==> src/rtl/reg_file_2r1w.sv <==
// reg_file_2r1w: parametrised scratch register file with one synchronous
// write port and two registered read ports. After reset the whole array
// is swept to zero one entry per cycle while busy is high. Reads forward
// same-cycle write data, and out-of-range accesses are flagged on err.
module reg_file_2r1w #(
  parameter int DW    = 8,
  parameter int AW    = 5,
  parameter int DEPTH = 32
) (
  input  logic          clk,
  input  logic          rst,
  input  logic          write,
  input  logic [AW-1:0] waddr,
  input  logic [DW-1:0] in,
  input  logic          read_a,
  input  logic [AW-1:0] raddr_a,
  input  logic          read_b,
  input  logic [AW-1:0] raddr_b,
  output logic [DW-1:0] data_a,
  output logic [DW-1:0] data_b,
  output logic          valid_a,
  output logic          valid_b,
  output logic          err,
  output logic          busy
);

  // Pointer is one bit wider than an address so DEPTH == 2**AW is reachable.
  localparam logic [AW:0] LAST_PTR  = (AW+1)'(DEPTH - 1);
  localparam logic [AW:0] DEPTH_EXT = (AW+1)'(DEPTH);

  typedef enum logic {
    ST_CLEAR = 1'b0,
    ST_READY = 1'b1
  } state_t;

  state_t        r_state;
  state_t        w_state_next;
  logic [AW:0]   r_clr_ptr;
  logic [AW:0]   w_clr_ptr_next;
  logic [DW-1:0] r_mem [DEPTH];
  logic          r_err;

  logic          w_ready;
  logic          w_wr_in_range;
  logic          w_wr_ok;
  logic          w_wr_oor;
  logic [1:0]    w_rd_en;
  logic [1:0]    w_rd_req;
  logic [1:0]    w_rd_oor;
  logic [AW-1:0] w_rd_addr [2];

  // Accesses are only honoured in READY and never in a reset cycle.
  assign w_ready       = (r_state == ST_READY) && !rst;
  assign w_wr_in_range = ({1'b0, waddr} < DEPTH_EXT);
  assign w_wr_ok       = w_ready && write && w_wr_in_range;
  assign w_wr_oor      = w_ready && write && !w_wr_in_range;

  assign w_rd_en[0]   = read_a;
  assign w_rd_en[1]   = read_b;
  assign w_rd_addr[0] = raddr_a;
  assign w_rd_addr[1] = raddr_b;

  // State and sweep pointer register; reset restarts the sweep from entry 0.
  always_ff @(posedge clk) begin
    if (rst) begin
      r_state   <= ST_CLEAR;
      r_clr_ptr <= '0;
    end else begin
      r_state   <= w_state_next;
      r_clr_ptr <= w_clr_ptr_next;
    end
  end

  // Next-state logic: advance the sweep, leave CLEAR after the last entry.
  always_comb begin
    w_state_next   = r_state;
    w_clr_ptr_next = r_clr_ptr;
    case (r_state)
      ST_CLEAR: begin
        w_clr_ptr_next = r_clr_ptr + (AW+1)'(1);
        if (r_clr_ptr == LAST_PTR) begin
          w_state_next = ST_READY;
        end
      end
      default: begin
        w_state_next = ST_READY;
      end
    endcase
  end

  // Single array write port: zeroes from the sweep, otherwise user writes.
  always_ff @(posedge clk) begin
    if (r_state == ST_CLEAR) begin
      r_mem[r_clr_ptr[AW-1:0]] <= '0;
    end else if (w_wr_ok) begin
      r_mem[waddr] <= in;
    end
  end

  // Both read ports are identical; forwarding gives write-first behaviour.
  for (genvar gi = 0; gi < 2; gi++) begin : gen_port
    logic [DW-1:0] r_data;
    logic          r_valid;
    logic          w_in_range;

    assign w_in_range   = ({1'b0, w_rd_addr[gi]} < DEPTH_EXT);
    assign w_rd_req[gi] = w_ready && w_rd_en[gi];
    assign w_rd_oor[gi] = w_rd_req[gi] && !w_in_range;

    // Registered read: data holds when idle, valid pulses per accepted read.
    always_ff @(posedge clk) begin
      if (rst) begin
        r_data  <= '0;
        r_valid <= 1'b0;
      end else begin
        r_valid <= w_rd_req[gi];
        if (w_rd_req[gi]) begin
          if (!w_in_range) begin
            r_data <= '0;
          end else if (w_wr_ok && (w_rd_addr[gi] == waddr)) begin
            r_data <= in;
          end else begin
            r_data <= r_mem[w_rd_addr[gi]];
          end
        end
      end
    end
  end

  // Error pulse for any accepted out-of-range access this cycle.
  always_ff @(posedge clk) begin
    if (rst) begin
      r_err <= 1'b0;
    end else begin
      r_err <= w_wr_oor || (|w_rd_oor);
    end
  end

  assign data_a  = gen_port[0].r_data;
  assign data_b  = gen_port[1].r_data;
  assign valid_a = gen_port[0].r_valid;
  assign valid_b = gen_port[1].r_valid;
  assign err     = r_err;
  assign busy    = (r_state == ST_CLEAR);

endmodule

==> config.mk <==
export PLATFORM = sky130hd
export DESIGN_NAME = reg_file_2r1w
export DESIGN_NICKNAME = d
export VERILOG_FILES = /design/src/rtl/reg_file_2r1w.sv
export SDC_FILE = /design/constraint.sdc
export NUM_CORES = 1
export LEC_CHECK = 0
export BUFFER_PORTS_ARGS = -buffer_cell sky130_fd_sc_hd__buf_2
export CORE_MARGIN = 3
export CORE_UTILIZATION = 30
export DETAILED_ROUTE_END_ITERATION = 8
export SLEW_MARGIN = 20
export SYNTH_ARGS = -nofsm -noshare
export SYNTH_HDL_FRONTEND = slang
export SYNTH_SLANG_ARGS = --single-unit
==> constraint.sdc <==
create_clock -name clk -period 3.3 [get_ports clk]
set_input_delay 0.33 -clock clk [delete_from_list [all_inputs] [get_ports clk]]
set_output_delay 0.33 -clock clk [all_outputs]
set_load 0.005 [all_outputs]
After elaboration in Yosys (flattened, before gate mapping)
Memories as Yosys holds them, arrays and structs flattened. A register that Yosys moved wholly into a read port is not among the register bits.
Cells that the tools add are included.
{ "totals": {"register_bits": 9, "input_bits": 28, "ram_bits": 256, "elab_cells": 23, "out_inout_bits": 20, "memories": 1} }
{ "mem_list": {"columns": ["memory", "depth", "word_bits", "read_ports", "rd_ports_with_merged_regs", "write_ports", "line_no", "rtl"], "rows": [
  ["r_mem", 32, 8, 2, 2, 1, "40", "logic [DW-1:0] r_mem [DEPTH];"]
]} }
{ "classes": {"eq_ne": 1, "reduce_logical": 6, "n_mux": 9, "bitwise": 1, "add_sub_neg": 1} }
{ "ops": {"columns": ["cell", "n"], "rows": [
  ["2-to-1 mux 8 bit", 1],
  ["OR reduction 8 bit", 1],
  ["2-to-1 mux 1 bit", 7],
  ["adder 6 x 1 -> 6 bit (second input constant)", 1],
  ["equality test 6 x 5 -> 1 bit (second input constant)", 1],
  ["2-to-1 mux 5 bit", 1],
  ["logical AND 1 bit", 4],
  ["logical NOT 1 bit", 1],
  ["inverter 1 bit", 1]
]} }

Logic depth before layout (Yosys ltp)
{ "logic_depth": {"ltp_word": 8, "mapped_depth": 10} }

Least setup slack after synthesis
Ideal clock, no wire load.
{ "synth_timing": {"path_kind": "reg2reg", "startpoint": "reg r_state", "endpoint": "mem r_mem[13][0] (enable)", "arrival_ps": 1775, "path_stages_with_launch": 9, "setup_slack_ps": 1155, "required_time_ps": 2930, "period_less_slack_ps": 2145, "setup_time_ps": 370, "cell_sequence": "dfxtp_1 -> buf_6 -> and3b_1 -> buf_6 -> buf_6 -> clkbuf_1 -> nand2_1 -> o32a_1 -> nor2_1"} }
{ "synth_between": {"elab_chain_len": 7, "word_cells_on_any_way": 9} }
{ "synth_lines": {"columns": ["item", "line_no", "rtl"], "rows": [
  ["from (decl)", "36", "state_t r_state;"],
  ["from (signal assigned)", "69", "r_state <= w_state_next;"],
  ["logical AND 1 bit", "53", "assign w_ready = (r_state == ST_READY) && !rst;"],
  ["logical AND 1 bit", null, null],
  ["2-to-1 mux 1 bit", "95", "end else if (w_wr_ok) begin"],
  ["2-to-1 mux 1 bit", "93", "if (r_state == ST_CLEAR) begin"],
  ["2-to-1 mux 1 bit (not written as such)", "96", "r_mem[waddr] <= in;"],
  ["OR reduction 8 bit (no line)", null, null],
  ["2-to-1 mux 5 bit (no line) or 2-to-1 mux 1 bit (tied branches)", null, null],
  ["to (decl)", "40", null]
]} }
Parallel ways exist; a longest one is shown, timed or not.

Final worst setup path
{ "layout_timing": {"startpoint": "reg r_state", "endpoint": "reg gen_port[0].r_data[3], in the netlist data_a[3], read port of r_mem"} }
{ "layout_between": {"elab_chain_len": 2} }
{ "layout_lines": {"columns": ["item", "line_no", "rtl"], "rows": [
  ["logical AND 1 bit", "53", null],
  ["logical AND 1 bit", "107", "assign w_rd_req[gi] = w_ready && w_rd_en[gi];"],
  ["to (decl)", "102", "logic [DW-1:0] r_data;"]
]} }
Every way passes these cells.
A chain may end at the register's enable or synchronous reset.

==> summary.md <==
| Metric | Value |
|---|---|
| Most common cell after layout, fill and taps aside | edfxtp_1 |
| Worst slew margin | 22.80% |
| Max Cap Viol | 0 |
| Warnings, synthesis | 0 |
| Area grow syn2layout | 15.47% |
| Die area | 48390 sq um |
| Root Driver | clkbuf_16 |
| Largest stage delay, worst path | between 0.5 and 0.6 ns |
| Antenna fix cells | 0 |
| TritonCTS Sinks | 281 |
| Mapped Avg Cell Area | 13.83 sq um |
| Asr flop ratio synth | 0% |
| Reg2Reg Depth | 6 |
| Iteration count of the initial detailed-routing pass | 5 |
| CP Max Fanout | 21 |
| Syn_nets | about 1000 |
| RSZ-0062 raised after global routing | no |
| DR WL/cell | 23.99 um |
| Share of the synthesized area in the top cell type | a little under three fifths |
| Worst hold slack | 0.1615 ns |
| Clock Path Buffers | 3 |
| Chip width | 220.0 um |
| Status | completed |
| Fin. Hold Viols | 0 |
| Post-detailed-route via-to-cell ratio | 5.305 |
| DR iter-0 viols | 954 |
| Clock period minus final worst setup slack | 2.780 ns |
| Largest cells by area after synthesis | edfxtp_1 56%, mux2i_1 15%, mux4_2 5.2% |
| Number of I/O pins | 48 |
| Antenna violations before repair | 3 |
| Post-synth top area cell | edfxtp_1 |
| Critical Path, Cell by Cell | and3b_2, mux2i_1, xor2_1, nand4_1, and4b_1, o21ai_1 |
| Antenna-violating nets left | 0 |
| Gr usage total | ~16% |
| HP Class | in2reg |
| EDFF count, synth | approximately 260 |
| Post-synthesis cell type count | 50 |
| Cell at the slowest stage of the critical path | and3b_2 |
| Initial cell density of the core | 30.73% |
| Max Freq | 0.3597 GHz |
| Commonest non-fill, non-tap cells in the layout | 256 x edfxtp_1, 207 x mux2i_1, 61 x a22oi_1, 57 x nand2_1, 54 x buf_4 |
| Crit start category | flip-flop |
| End-of-flow core utilization | between 30% and 40% |
| IR Drop Worst-Case VDD | 0.3290 mV |
| Largest net degree at the start of global routing | 45 |
| Hpwl dp | 26890 um |
| Die height | 220.0 um |
| Tcrit/Tclk final | 84.24% |
| GPL Wtd Cong | 0.8617 |
| Clock-pin slew on the worst setup and hold paths | 0.07 ns |
| Post-Route WL | 40140 um |
| I/O Buffers | 46 |
| Slew Limit Fails | 0 |
| # DRC | 0 |
| Final layout net count | 1087 |
| First-pass GRT wire length | 58460 um |
| #FFs+latches synth | about 280 |
| Crit path capture type | flip-flop |
| Skew-Pair Late Insertion Delay | approximately 0.56 ns |
| Setup TNS | 0 ns |
| WHS Path Cells | 2 |
| CP Data Required Time | 3.79 ns |
| Worst-Margin Slew | 1.153 ns |
| Pwr Density | 498.7 nW/um^2 |
| Synthesized instance count | 993 |
| Vias in the first global route | 8779 |
| Core box area | between 40000 and 50000 sq um |
| H-tree levels | 1 |
| Predominant post-synthesis flop cell | edfxtp_1 |
| GR Overflow Total | 0 |
| DR vias | 8876 |
| Worst Skew | 0.01848 ns |
| Synthesized cell area | 13740 sq um |
| Crit path DAT | 3.27 ns |
| Share of post-route cells with drive strength above 1 | 18.32% |
| CTS tree | done |
| Register area share after synthesis | 59.60% |
| Row Count | 77 |
| Leakage | between 6 and 7 nW |
| CTS buffer count | 30 |
| Crit Path Class | reg2reg |
| Final Setup Violations | 0 |
==> flip-flops by register name, indices dropped and copies added (netlist names) <==
signal	cells
valid_a	1
r_clr_ptr	6
data_a	8
valid_b	1
r_mem	256
data_b	8
r_state	1
==> routing by layer <==
metal / GRT usage, % / share of wire (%) / up-vias
li1: - / - / 4004
met2: 26.61 / 47 / 338
met3: 2.523 / 6.8 / 74
met4: 5.688 / 3.3 / 6
met5: 0 / 0.085 / -
met1: 22.34 / 43 / 4454
==> final timing paths <==
| kind | from | end | slack [ns] |
|---|---|---|---|
| worst max-delay path | r_state | data_a[3] | 0.52 |
| worst min-delay path | in[7] | r_mem[10][7] | 0.16 |
| worst max register to register | r_state | data_a[3] | 0.52 |
| worst min register to register | data_b[5] | data_b[5] | 0.48 |
==> cells by family (layout without fill, tap and decap cells) <==
group / Yosys count / count (layout) / synth area share (%)
fa+ha+maj: 1 / 1 / 0.09107
simple gates: 223 / 223 / 8.343
buf+inv: 78 / 166 / 2.723
compound gates: 147 / 147 / 7.232
flops: 281 / 281 / 59.60
xor+xnor: 14 / 14 / 0.8926
other cells: 1 / 1 / 0.02730
mux: 248 / 248 / 21.09
==> final cells by class <==
class	count	area [sq um]
fillers	4332	28840
flip-flops and latches	281	8188
multi-input cells	634	5184
clock buffers	37	798.3
well taps	592	740.7
repair buffers	104	728.2
clock inverters	18	196.4
inverters	7	26.28
==> synthesized netlist by cell type, drive strengths merged (7+ instances only) <==
| library cell | count |
|---|---|
| a21oi | 23 |
| a22o | 12 |
| a22oi | 61 |
| a31oi | 7 |
| and2 | 13 |
| buf | 43 |
| clkbuf | 28 |
| dfxtp | 25 |
| edfxtp | 256 |
| inv | 7 |
| mux2 | 8 |
| mux2i | 208 |
| mux4 | 32 |
| nand2 | 57 |
| nand3 | 35 |
| nand3b | 22 |
| nand4 | 9 |
| nor2 | 48 |
| nor2b | 9 |
| o21ai | 29 |
| xnor2 | 7 |
| xor2 | 7 |
==> power breakdown <==
group          switching (W)  internal [W]
clock network        0.00137       0.00202
logic               0.000384      0.000238
registers          0.0000211       0.00387
==> metrics by stage <==
step           setup WS (ns)  area [sq um]  total power, W  std cells
6_report              0.5200         15860        0.007910       1673
3_5_place_dp          0.3031         14870        0.004578       1618
5_1_grt               0.2758         15860        0.008142       1673
2_1_floorplan          1.155         13740        0.004360        993
3_3_place_gp          0.4300         14870        0.004573       1618
4_1_cts               0.2727         15860        0.007950       1673
==> timing repair <==
item / CTS / global route
resized for setup: 0 / 1
endpoints found under the setup margin: 0 / 1
hold buffers: 0 / 0
buffers inserted: 0 / 0
==> worst max-delay path: cells and delay by family, from the launching register on <==
kind | cells | cell delay, ns
multiplexers | 1 | 0.36
XOR/XNOR | 1 | 0.19
AO/OA/AOI/OAI | 1 | 0.12
AND/OR/NAND/NOR | 3 | 1.53
flip-flops | 1 | 0.52
No activity file was read; power rests on OpenSTA's default activity.
